<file path="config.mk">
export PLATFORM = sky130hd
export DESIGN_NAME = axi4lite_reg_slave
export DESIGN_NICKNAME = d
export VERILOG_FILES = /design/src/rtl/crossbar_pkg.sv /design/src/rtl/axi4lite_strb_merge.sv /design/src/rtl/axi4lite_reg_slave.sv
export SDC_FILE = /design/constraint.sdc
export NUM_CORES = 1
export LEC_CHECK = 0
export ABC_AREA = 1
export CAP_MARGIN = 20
export CORE_MARGIN = 2
export CORE_UTILIZATION = 23
export CTS_CLUSTER_DIAMETER = 120
export CTS_CLUSTER_SIZE = 25
export DETAILED_ROUTE_END_ITERATION = 8
export PLACE_DENSITY = 0.54
export SLEW_MARGIN = 20
export SYNTH_ARGS = -nofsm -noshare
export SYNTH_HDL_FRONTEND = slang
export SYNTH_SLANG_ARGS = --single-unit
</file>
<file path="constraint.sdc">
create_clock -name clk -period 1.8 [get_ports clk]
set_clock_uncertainty 0.05 [all_clocks]
set_input_delay 0.27 -clock clk [delete_from_list [all_inputs] [get_ports clk]]
set_output_delay 0.27 -clock clk [all_outputs]
set_load 0.05 [all_outputs]
</file>
<file path="src/rtl/crossbar_pkg.sv">
// Shared AXI4-Lite types and constants for the crossbar and its targets.
// The response code is a single bit: OKAY or SLVERR.
package crossbar;

    localparam int AXIL_ADDR_W = 64;
    localparam int AXIL_DATA_W = 64;
    localparam int AXIL_STRB_W = 8;

    localparam logic AXIL_RESP_OKAY   = 1'b0;
    localparam logic AXIL_RESP_SLVERR = 1'b1;

    typedef enum logic {W_IDLE, W_RESP} axil_wr_state_t;
    typedef enum logic {R_IDLE, R_RESP} axil_rd_state_t;

    typedef struct packed {
        logic                   awvalid;
        logic [AXIL_ADDR_W-1:0] awaddr;
        logic [2:0]             awprot;
        logic                   wvalid;
        logic [AXIL_DATA_W-1:0] wdata;
        logic [AXIL_STRB_W-1:0] wstrb;
        logic                   bready;
        logic                   arvalid;
        logic [AXIL_ADDR_W-1:0] araddr;
        logic [2:0]             arprot;
        logic                   rready;
    } axi4lite_MOSI_t;

    typedef struct packed {
        logic                   awready;
        logic                   wready;
        logic                   bvalid;
        logic                   bresp;
        logic                   arready;
        logic                   rvalid;
        logic [AXIL_DATA_W-1:0] rdata;
        logic                   rresp;
    } axi4lite_MISO_t;

endpackage

</file>
<file path="src/rtl/axi4lite_strb_merge.sv">
// Byte-strobe merge: each strobed byte takes the new value, the rest keep the old one.
module axi4lite_strb_merge
    import crossbar::*;
(
    input  logic [AXIL_DATA_W-1:0] old_data,
    input  logic [AXIL_DATA_W-1:0] new_data,
    input  logic [AXIL_STRB_W-1:0] strb,
    output logic [AXIL_DATA_W-1:0] merged_data
);

    // per-byte select between old and new data
    always_comb begin
        merged_data = old_data;
        for (int b = 0; b < AXIL_STRB_W; b++) begin
            if (strb[b]) merged_data[8*b +: 8] = new_data[8*b +: 8];
        end
    end

endmodule

</file>
<file path="src/rtl/axi4lite_reg_slave.sv">
// AXI4-Lite register bank target: NUM_REGS x 64-bit registers with byte strobes.
// Optional macro AXIL_REG_SLVERR_EN: out-of-range accesses answer SLVERR instead
// of aliasing modulo the bank size.
//
// state  | meaning
// W_IDLE | collecting AW and W (either order); commit when both are present
// W_RESP | write committed, B response waiting for bready
// R_IDLE | ready for an AR
// R_RESP | read data registered, R response waiting for rready
module axi4lite_reg_slave
    import crossbar::*;
#(
    parameter int          NUM_REGS  = 8,
    parameter logic [63:0] BASE_ADDR = 64'h0,
    parameter logic [63:0] RESET_VAL = 64'h0
) (
    input  logic                      clk,
    input  logic                      rst_n,
    input  axi4lite_MOSI_t            mosi,
    output axi4lite_MISO_t            miso,
    output logic [NUM_REGS*64-1:0]    regs_o
);

    localparam int          IDX_W = $clog2(NUM_REGS);
    localparam logic [63:0] SPAN  = 64'(NUM_REGS * 8);

    logic [AXIL_DATA_W-1:0] regs_q [NUM_REGS];

    axil_wr_state_t w_state_q, w_state_d;
    axil_rd_state_t r_state_q, r_state_d;

    logic                   aw_held_q, w_held_q;
    logic [AXIL_ADDR_W-1:0] aw_addr_q;
    logic [AXIL_DATA_W-1:0] w_data_q;
    logic [AXIL_STRB_W-1:0] w_strb_q;
    logic                   bresp_q, rresp_q;
    logic [AXIL_DATA_W-1:0] rdata_q;

    logic                   aw_hs, w_hs, b_hs, ar_hs, r_hs, wr_commit;
    logic [AXIL_ADDR_W-1:0] wr_addr, wr_off, rd_off;
    logic [AXIL_DATA_W-1:0] wr_data, wr_merged;
    logic [AXIL_STRB_W-1:0] wr_strb;
    logic [IDX_W-1:0]       wr_idx, rd_idx;
    logic                   wr_err, rd_err;
    logic                   unused_bits;

    // handshakes, commit condition and address decode
    always_comb begin
        aw_hs     = mosi.awvalid && miso.awready;
        w_hs      = mosi.wvalid  && miso.wready;
        b_hs      = miso.bvalid  && mosi.bready;
        ar_hs     = mosi.arvalid && miso.arready;
        r_hs      = miso.rvalid  && mosi.rready;
        wr_commit = (w_state_q == W_IDLE) && (aw_held_q || aw_hs) && (w_held_q || w_hs);
        wr_addr   = aw_held_q ? aw_addr_q : mosi.awaddr;
        wr_data   = w_held_q  ? w_data_q  : mosi.wdata;
        wr_strb   = w_held_q  ? w_strb_q  : mosi.wstrb;
        wr_off    = wr_addr - BASE_ADDR;
        rd_off    = mosi.araddr - BASE_ADDR;
        wr_idx    = wr_off[IDX_W+2:3];
        rd_idx    = rd_off[IDX_W+2:3];
`ifdef AXIL_REG_SLVERR_EN
        wr_err    = (wr_addr < BASE_ADDR) || (wr_off >= SPAN);
        rd_err    = (mosi.araddr < BASE_ADDR) || (rd_off >= SPAN);
`else
        wr_err    = 1'b0;
        rd_err    = 1'b0;
`endif
    end

    // protection bits and sub-word offset bits carry no meaning for this target
    assign unused_bits = ^{mosi.awprot, mosi.arprot, wr_off, rd_off, SPAN};

    axi4lite_strb_merge u_merge (
        .old_data    (regs_q[wr_idx]),
        .new_data    (wr_data),
        .strb        (wr_strb),
        .merged_data (wr_merged)
    );

    // FSM state registers
    always_ff @(posedge clk or negedge rst_n) begin
        if (!rst_n) begin
            w_state_q <= W_IDLE;
            r_state_q <= R_IDLE;
        end else begin
            w_state_q <= w_state_d;
            r_state_q <= r_state_d;
        end
    end

    // next state and channel outputs
    always_comb begin
        w_state_d    = w_state_q;
        r_state_d    = r_state_q;
        miso         = '0;
        miso.awready = (w_state_q == W_IDLE) && !aw_held_q;
        miso.wready  = (w_state_q == W_IDLE) && !w_held_q;
        miso.bvalid  = (w_state_q == W_RESP);
        miso.bresp   = bresp_q;
        miso.arready = (r_state_q == R_IDLE);
        miso.rvalid  = (r_state_q == R_RESP);
        miso.rdata   = rdata_q;
        miso.rresp   = rresp_q;
        case (w_state_q)
            W_IDLE:  if (wr_commit) w_state_d = W_RESP;
            W_RESP:  if (b_hs)      w_state_d = W_IDLE;
            default:                w_state_d = W_IDLE;
        endcase
        case (r_state_q)
            R_IDLE:  if (ar_hs) r_state_d = R_RESP;
            R_RESP:  if (r_hs)  r_state_d = R_IDLE;
            default:            r_state_d = R_IDLE;
        endcase
    end

    // write path: hold AW/W until both are present, then merge into the register
    always_ff @(posedge clk or negedge rst_n) begin
        if (!rst_n) begin
            for (int i = 0; i < NUM_REGS; i++) regs_q[i] <= RESET_VAL;
            aw_held_q <= 1'b0;
            w_held_q  <= 1'b0;
            aw_addr_q <= '0;
            w_data_q  <= '0;
            w_strb_q  <= '0;
            bresp_q   <= AXIL_RESP_OKAY;
        end else if (wr_commit) begin
            if (!wr_err) regs_q[wr_idx] <= wr_merged;
            aw_held_q <= 1'b0;
            w_held_q  <= 1'b0;
            bresp_q   <= wr_err ? AXIL_RESP_SLVERR : AXIL_RESP_OKAY;
        end else begin
            if (aw_hs) begin
                aw_held_q <= 1'b1;
                aw_addr_q <= mosi.awaddr;
            end
            if (w_hs) begin
                w_held_q <= 1'b1;
                w_data_q <= mosi.wdata;
                w_strb_q <= mosi.wstrb;
            end
        end
    end

    // read path: data sampled on the AR edge sees the pre-write register value
    always_ff @(posedge clk or negedge rst_n) begin
        if (!rst_n) begin
            rdata_q <= '0;
            rresp_q <= AXIL_RESP_OKAY;
        end else if (ar_hs) begin
            rdata_q <= rd_err ? '0 : regs_q[rd_idx];
            rresp_q <= rd_err ? AXIL_RESP_SLVERR : AXIL_RESP_OKAY;
        end
    end

    // flatten the register bank for local hardware
    always_comb begin
        regs_o = '0;
        for (int i = 0; i < NUM_REGS; i++) regs_o[64*i +: 64] = regs_q[i];
    end

endmodule

</file>
### Yosys cells after proc, flatten, opt, wreduce, memory -nomap -nowiden

Index checks and enable logic that the tools add are counted.

| storage, ports and cells | value |
|---|---|
| register bits after elaboration | 658 |
| input port bits | 213 |
| output and inout port bits | 583 |
| logic and storage cells | 72 |

| cells by class | value |
|---|---|
| magnitude comparators | 3 |
| multiplexer cells | 30 |
| bitwise operators | 5 |
| reductions and logical operators | 18 |

Operator list:

| kind | number |
|---|---|
| bitwise mux 512 bit | 1 |
| binary-select mux 64 bit (select 3 bit) | 2 |
| 2-to-1 mux 64 bit | 6 |
| demux 64 bit (select 3 bit) | 1 |
| 2-to-1 mux 8 bit | 9 |
| logical AND 1 bit | 10 |
| greater-or-equal comparator 4 bit (second input constant) | 2 |
| 2-to-1 mux 1 bit | 8 |
| inverter 3 -> 4 bit | 2 |
| 2-to-1 mux 6 bit | 1 |
| < comparator 4 x 1 -> 1 bit (second input constant) | 1 |
| one-hot mux 1 bit (2 select lines) | 2 |
| AND reduction 2 bit | 2 |
| nonzero test 2 bit | 2 |
| inverter 1 bit | 3 |
| zero test 1 bit | 2 |
| logical OR 1 bit | 2 |

### Longest topological paths before layout

Gate-level depths: netlist (run 1).

| logic depth | value |
|---|---|
| depth after elaboration | 8 |
| mapped depth | 12 |
| depth with buffers taken out | 10 |

### Modules after synthesis

A second synthesis (run 1) with hierarchy kept.

| second synthesis, totals | value |
|---|---|
| cell total of the unflattened synthesis | 5966 |
| area total of the unflattened synthesis | 37842.5 um^2 |

Modules (own cells, without submodules):

| module | times used | cells each | area an instance (um^2) | seq. area each (um^2) |
|---|---|---|---|---|
| axi4lite_reg_slave | 1 | 5758 | 37001.7 | 16390.7 |
| axi4lite_strb_merge | 1 | 208 | 840.8 | 0.0 |

### Worst setup path before layout (run 1)

Ideal clock, no wire load.

| timing | value |
|---|---|
| path kind | register to register |
| start | reg w_state_q |
| end | reg w_data_q[54] |
| setup time | 130 ps |
| arrival | 2007 ps |
| data required time | 1620 ps |
| setup slack | -387 ps |
| cell stages (with the launch flop) | 7 |
| path buffers | 2 |
| clock period less this slack | 2187 ps |
| cells stage by stage | dfrtp_1 -> nor2_1 -> nand3_1 -> buf_2 -> buf_4 -> nand2_1 -> o21ai_0 |

RTL lines:

| what | RTL line | text |
|---|---|---|
| start, declared | axi4lite_reg_slave.sv:29 | `axil_wr_state_t w_state_q, w_state_d;` |
| start signal, assigned | axi4lite_reg_slave.sv:87 | `w_state_q <= w_state_d;` |
| end signal, assigned | axi4lite_reg_slave.sv:139 | `w_data_q <= mosi.wdata;` |
| end, declared | axi4lite_reg_slave.sv:34 | `logic [AXIL_DATA_W-1:0] w_data_q;` |

### Worst setup path after layout (run 1)

| timing | value |
|---|---|
| start | reg aw_held_q |
| end | reg regs_q (netlist bit regs_o[338]) |

| on the way | value |
|---|---|
| word-level cells in the longest chain between the ends | 7 |
| elaborated cells between the ends (all ways) | 18 |
| classes of those cells | 2 x order compare; 8 x mux; 1 x bitwise; 7 x reduce/logical |

RTL lines:

| what | RTL line | text |
|---|---|---|
| start, declared | axi4lite_reg_slave.sv:32 | `logic aw_held_q, w_held_q;` |
| start signal, assigned | axi4lite_reg_slave.sv:121 | `aw_held_q <= 1'b0;` |
| start signal, assigned | axi4lite_reg_slave.sv:129 | `aw_held_q <= 1'b0;` |
| start signal, assigned | axi4lite_reg_slave.sv:134 | `aw_held_q <= 1'b1;` |
| 2-to-1 mux 6 bit | axi4lite_reg_slave.sv:55 | `wr_addr = aw_held_q ? aw_addr_q : mosi.awaddr;` |
| inverter 3 -> 4 bit (not written as such) | axi4lite_reg_slave.sv:75, axi4lite_reg_slave.sv:128 |  |
| greater-or-equal comparator 4 bit (not written as such), or another cell as far along | axi4lite_reg_slave.sv:128 | `if (!wr_err) regs_q[wr_idx] <= wr_merged;` |
| logical AND 1 bit (not written as such) or 2-to-1 mux 64 bit (tied branches) | axi4lite_reg_slave.sv:128, axi4lite_reg_slave.sv:75 |  |
| 2-to-1 mux 64 bit, on equally long branches | axi4lite_reg_slave.sv:128, axi4lite_reg_slave.sv:75 |  |
| demux 64 bit (select 3 bit) or 2-to-1 mux 8 bit (tied branches) | axi4lite_reg_slave.sv:128, axi4lite_strb_merge.sv:15 |  |
| bitwise mux 512 bit | axi4lite_reg_slave.sv:128 |  |
| end signal, assigned by index | axi4lite_reg_slave.sv:128 |  |
| end, declared | axi4lite_reg_slave.sv:27 | `logic [AXIL_DATA_W-1:0] regs_q [NUM_REGS];` |

Parallel ways exist; a longest one is shown, timed or not. The select of a mux whose other input is x is not followed.
A chain may end at the register's enable or synchronous reset.

==> flow_metrics.env, run 1 <==
export IMPL_run_status="complete, but fails checks"
export IMPL_violations="negative setup slack"
export IMPL_cts_made_buffers=37
export IMPL_setup_slack_ps=-405
export IMPL_pre_cts_ws_ps=-725
export IMPL_clockBufferDepth=3
export IMPL_start_util_pct=23.2
export IMPL_slew_violations=0
export IMPL_area_growth_pct=39.0
export IMPL_place_area_sq_um=47800
export IMPL_min_path_type="in -> async"
export IMPL_cts_clk_slew_worst_paths_ps=110
export IMPL_crit_arrival_ps=2750
export IMPL_worst_skew_pair_late_latency_ps=640
export IMPL_slew_headroom_pct=35.5
export IMPL_yosysWarningCount=0
export IMPL_grt_total_usage_pct=23.8
export IMPL_cp_cell_sequence="buf_6 -> nand2_4 -> nand2_4 -> buf_12 -> nor2_4 -> buf_12 -> buf_16 -> clkbuf_16 -> nand3_1 -> nand2_1 -> nor2_1 -> nand2_2 -> nand3_1 -> nand2_1"
export IMPL_design_core_area_sq_um=161000
export IMPL_finalSetupViolations=588
export IMPL_cts_tree="built"
export IMPL_yosysSeqAreaShare_pct=44.1
export IMPL_avgSynthCellArea_sq_um=6.87
export IMPL_grt_pass1_wl_um=285000
export IMPL_drc=0
export IMPL_p_leak_nw=26.9
export IMPL_routed_via_density=4.91
export IMPL_ir_drop_mv=1.37
export IMPL_port_buffer_count=665
export IMPL_reg2reg_from="aw_held_q"
export IMPL_cp_start_kind="flip-flop"
export IMPL_ant_nets=0
export IMPL_critPathKind="reg -> reg"
export IMPL_fin_crit_ps=2200
export IMPL_tightest_slew_ps=963
export IMPL_antenna_found_initial=14
export IMPL_cts_max_level=2
export IMPL_hpwl_um=135000
export IMPL_synth_distinct_cells=25
export IMPL_grt_max_degree=70
export IMPL_hold_viol_final=0
export IMPL_initialDrtViolationCount=4759
export IMPL_drt_pass1_iter_count=6
export IMPL_grt_overflow_total=0
export IMPL_rows=147
export IMPL_chipWidth_um=406
export IMPL_ys_ff_latch=655
export IMPL_power_density_nw_per_um2=2260
export IMPL_wire_per_inst_um=24.8
export IMPL_fmax_mhz=454
export IMPL_crit_fanout=8
export IMPL_place_congestion=0.888
export IMPL_r2r_slack_ps=-400
export IMPL_setup_worst_path_start="aw_held_q"
export IMPL_wirelength_um=208000
export IMPL_syn_inst=5416
export IMPL_numClockSinks=655
export IMPL_cp_end_kind="flip-flop"
export IMPL_root_buffer="clkbuf_16"
export IMPL_critPathSlowestCell="dfrtp_2"
export IMPL_cpPeakStageDelay_ps=460
export IMPL_die_h_um=406
export IMPL_grt_pass1_vias=37900
export IMPL_syn_cell_area_sq_um=37200
export IMPL_dieArea_sq_um=165000
export IMPL_drive_gt1_share_pct=20.3
export IMPL_fin_nets=6416
export IMPL_rsz0062_at_grt="yes"
export IMPL_maxCapViolCount=0
export IMPL_fin_crit_sh_pct=122
export IMPL_crit_required_ps=2350
export IMPL_post_route_cell_area_sq_um=51700
export IMPL_routed_via_count=41200
export IMPL_ios=796
==> flip-flops by register name, indices dropped and copies added, names as in the netlist <==
signal / count
aw_addr_q: 3
aw_held_q: 1
r_state_q: 1
rdata_q: 64
regs_o: 512
w_data_q: 64
w_held_q: 1
w_state_q: 1
w_strb_q: 8
==> worst max-delay path, delay by kind of cell (launching register included) <==
| family | cells | cell delay [ps] |
|---|---|---|
| buf+inv | 5 | 830 |
| simple gates | 9 | 790 |
| flops | 1 | 460 |
==> cell families (layout without fill, tap and decap cells) <==
kind of cell           after synthesis  count (layout)  synth area share [%]
AOI/OAI and AO/OA                  586             586                  9.19
muxes                                1               1                0.0269
other                                1               9                0.0101
DFF                                655             655                  44.1
buffers and inverters              946            1750                  10.8
and+or+nand+nor                   3227            3227                  35.9
==> cell usage after synthesis (all sizes together) <==
| cell type | number | area share [%] |
|---|---|---|
| buf | 221 | 3.5 |
| o211ai | 178 | 3.6 |
| inv | 610 | 6.2 |
| mux2i | 1 | 0.027 |
| a21oi | 179 | 2.4 |
| nor2 | 258 | 2.7 |
| o21ai | 229 | 3.2 |
| conb | 1 | 0.010 |
| nand3 | 845 | 11 |
| nor3b | 1 | 0.050 |
| nand2 | 2123 | 22 |
| clkinv | 2 | 0.020 |
| dfrtp | 655 | 44 |
| clkbuf | 113 | 1.2 |
==> cells in the final DEF (no fill, tap or decap), drive strengths merged, types with 2 or more instances in the layout <==
cell           count
a21oi            179
buf              981
bufbuf             4
bufinv             2
clkbuf            56
clkdlybuf4s50     80
clkinv             7
conb               2
dfrtp            655
diode              7
inv              617
nand2           2123
nand3            845
nor2             258
o211ai           178
o21ai            229
==> final timing paths <==
| kind | end | depth (start not counted) |
|---|---|---|
| worst max-delay path | regs_o[338] | 14 |
| worst min-delay path | rdata_q[4] | 2 |
| worst max register to register | regs_o[338] | 14 |
| worst min register to register | w_data_q[49] | 2 |
| max in group asynchronous | regs_o[80] | 4 |
| min in group clk | rdata_q[59] | 5 |
==> power by group <==
group	internal (mW)	leakage, nW	switching (mW)	total, mW
clock network	4.52	0.602	6.09	10.6
registers	21.2	8.32	8.17	29.3
logic	24.2	18.0	52.8	77.0
total	49.9	26.9	67.0	117
==> per-stage QoR <==
step	util (%)	setup TNS [ps]	instances	power, mW	hold slack, ps
global route	32.2	-232970	8384	124	38.3
detailed placement	29.8	-305310	8230	100	141
finish	32.2	-170540	8388	117	68.9
floorplan	-	0	5417	70.9	-75.6
global placement	29.8	-304460	8230	100	145
CTS	31.6	-144630	8357	115	16.1
==> cell type report <==
cell class,instances,area [sq um]
diodes,7,17.5
clock buffers,43,1010
clock inverters,14,238
fillers,17100,109000
inverters,612,2400
multi-input cells,3816,17400
flip-flops and latches,655,16400
well taps,2160,2700
repair buffers,1080,11500
repair inverters,1,11.3
==> repair_timing <==
action | CTS | global route
setup endpoints to repair | 586 | 591
buffers inserted | 40 | 12
hold buffers | 1 | 0
pin swaps | 22 | 39
endpoints found under the hold margin | 350 | 0
gates resized for setup | 118 | 124
cloned | 29 | 15
==> per-layer routing <==
| metal | routed length, um | vias to the layer above | global-route usage, % | part of all wire, % |
|---|---|---|---|---|
| met5 | 77 | - | 0 | 0.037 |
| met4 | 8230 | 10 | 8.65 | 4.0 |
| met3 | 20100 | 373 | 5.08 | 9.7 |
| met2 | 92000 | 2168 | 36.7 | 44 |
| met1 | 87700 | 20000 | 32.6 | 42 |
| li1 | - | 18700 | - | - |
Power figures use the tool's default switching activity.
==> run 2, diff against run 1 <==
--- a/config.mk
+++ b/config.mk
@@ -13,4 +13,5 @@
 export CTS_CLUSTER_SIZE = 25
 export DETAILED_ROUTE_END_ITERATION = 8
+export GPL_ROUTABILITY_DRIVEN = 1
 export PLACE_DENSITY = 0.54
 export SLEW_MARGIN = 20
--- a/constraint.sdc
+++ b/constraint.sdc
@@ -3,3 +3,3 @@
 set_input_delay 0.27 -clock clk [delete_from_list [all_inputs] [get_ports clk]]
 set_output_delay 0.27 -clock clk [all_outputs]
-set_load 0.05 [all_outputs]
+set_load 0.01 [all_outputs]
==> flow_metrics.env, run 2 (synthesis results as in run 1) <==
export IMPL_final_cell_mix="nand2_1, nand3_1, dfrtp_1"
export IMPL_grt_max_degree=76
export IMPL_fin_crit_ps=2170
export IMPL_hold_viol_final=0
export IMPL_fmax_mhz=461
export IMPL_place_congestion=0.913
export IMPL_numClockSinks=655
export IMPL_port_buffer_count=665
export IMPL_crit_arrival_ps=2700
export IMPL_tightest_slew_ps=804
export IMPL_timing_hold_ws_ps=122
export IMPL_cts_max_level=2
export IMPL_grt_total_usage_pct=23.7
export IMPL_gr_usage_met3_pct=5.58
export IMPL_cts_tree="built"
export IMPL_ios=796
export IMPL_layout_cells_non_filler=8476
export IMPL_power_density_nw_per_um2=1910
export IMPL_final_common_cell="nand2_1"
export IMPL_critPathKind="reg -> reg"
export IMPL_antenna_found_initial=19
export IMPL_slew_violations=0
export IMPL_rsz0062_at_grt="yes"
export IMPL_crit_fanout=8
export IMPL_fin_crit_sh_pct=120
export IMPL_drt_pass1_iter_count=7
export IMPL_p_leak_nw=27.3
export IMPL_utilization_pct=34.6
export IMPL_routed_via_density=4.98
export IMPL_cts_made_buffers=37
export IMPL_worst_skew_pair_late_latency_ps=650
export IMPL_wirelength_um=223000
export IMPL_grt_pass1_vias=38200
export IMPL_cts_clk_slew_worst_paths_ps=110
export IMPL_met1_usage_pct=32.3
export IMPL_maxCapViolCount=0
export IMPL_fin_nets=6510
export IMPL_start_util_pct=23.2
export IMPL_n_fill_cell=16700
export IMPL_die_h_um=406
export IMPL_slew_headroom_pct=46.1
export IMPL_pre_cts_ws_ps=-702
export IMPL_place_inst=8241
export IMPL_p_sw_share_pct=50.0
export IMPL_cellInternalPower_mw=53.0
export IMPL_wire_per_inst_um=26.3
export IMPL_hold_depth=5
export IMPL_ir_drop_mv=0.754
export IMPL_busiest_layer="met2"
export IMPL_dieArea_sq_um=165000
export IMPL_pwr_share_comb_pct=62.4
export IMPL_p_switching_mw=53.0
export IMPL_run_status="complete, but fails checks"
export IMPL_drc=0
export IMPL_setup_slack_ps=-368
export IMPL_root_buffer="clkbuf_16"
export IMPL_finalSetupViolations=1076
export IMPL_cp_start_kind="flip-flop"
export IMPL_drive_gt1_share_pct=16.0
export IMPL_design_core_area_sq_um=161000
export IMPL_reg2reg_depth=12
export IMPL_area_growth_pct=49.4
export IMPL_chipWidth_um=406
export IMPL_largest_reg_flops=512
export IMPL_crit_required_ps=2330
export IMPL_initialDrtViolationCount=5357
export IMPL_grt_overflow_total=0
export IMPL_ant_nets=0
export IMPL_power_mw=106
export IMPL_clkPwrFrac_pct=9.7
export IMPL_met2_usage_pct=36.0
export IMPL_hpwl_um=135000
export IMPL_cp_end_kind="flip-flop"
export IMPL_clockBufferDepth=3
export IMPL_grt_pass1_wl_um=285000
export IMPL_min_path_type="in -> reg"
export IMPL_routed_via_count=42200
export IMPL_p_seq_share_pct=27.9
export IMPL_violations="negative setup slack"
export IMPL_rows=147
run 2: cell types whose count changed in the layout (fill, tap and decap cells not counted), moves of 31 or more:
cell / delta
dlygate4sd2_1: +99
buf_4: -544
dfrtp_1: -53
nand2_1: -61
nand3_1: -87
clkbuf_16: +40
clkdlybuf4s50_1: +460
dfrtp_2: +53
nor2_1: -31
nand3_2: +83
nand2_4: +41
run 2: metal layers:
metal / routed length [um] / vias to the layer above
met5: 37 / -
met4: 9310 / 6
met3: 24600 / 401
met1: 93000 / 20300
li1: - / 18900
met2: 96200 / 2573
run 2: power by group through the flow:
| stage | Clock [mW] | Sequential, mW | Combinational, mW |
|---|---|---|---|
| after floorplan | 0 | 28.6 | 25.1 |
| after global placement | 0 | 29.3 | 54.7 |
| after detailed placement | 0 | 29.2 | 55.1 |
| after CTS | 10.5 | 29.1 | 59.5 |
| after global routing | 11.0 | 30.1 | 71.0 |
| final | 10.3 | 29.6 | 66.1 |
run 2: final cells by class:
type | count | area (sq um) | area share, %
Antenna cell | 3 | 7.51 | 0.0135
Clock buffer | 40 | 947 | 1.70
Clock inverter | 15 | 239 | 0.430
Inverter | 612 | 2450 | 4.41
Multi-Input combinational cell | 3816 | 18400 | 33.1
Sequential cell | 655 | 16500 | 29.6
Tap cell | 2160 | 2700 | 4.86
Timing Repair Buffer | 1174 | 14400 | 25.8
Timing Repair inverter | 1 | 16.3 | 0.0293
run 2: path summary, 6_finish.rpt:
check / startpoint / endpoint / slack (ps)
max: aw_held_q / regs_o[283] / -370
min: mosi[8] / rdata_q[57] / 120
max reg2reg: aw_held_q / regs_o[283] / -370
min reg2reg: rdata_q[14] / rdata_q[14] / 430
max in group asynchronous: rst_n / regs_o[125] / 50
min in group asynchronous: rst_n / regs_o[61] / 580
run 2: per-stage QoR:
step,setup TNS [ps],area (sq um)
final,-224860,55600
after global routing,-299440,55600
after CTS,-216480,52400
after detailed placement,-282330,48900
after global placement,-269030,48900
after floorplan,0,37200
run 2: worst max-delay path, stage by stage (launching register included):
cell     delay, ps
dfrtp_2        470
buf_12         180
nand2_4         70
nand2_4         70
nor2_4         200
buf_6          140
nand2_4         50
nor2_4         120
buf_8          160
buf_12         180
buf_16         170
nand3_2        100
nand2_2         70
run 2: repair_timing:
action | 4_1_cts | 5_1_grt
hold endpoints to repair | 360 | 0
cloned | 32 | 73
hold buffers | 3 | 0
buffers inserted | 60 | 23
resized for setup | 403 | 387
setup endpoints to repair | 1163 | 1115
pin swaps | 50 | 130
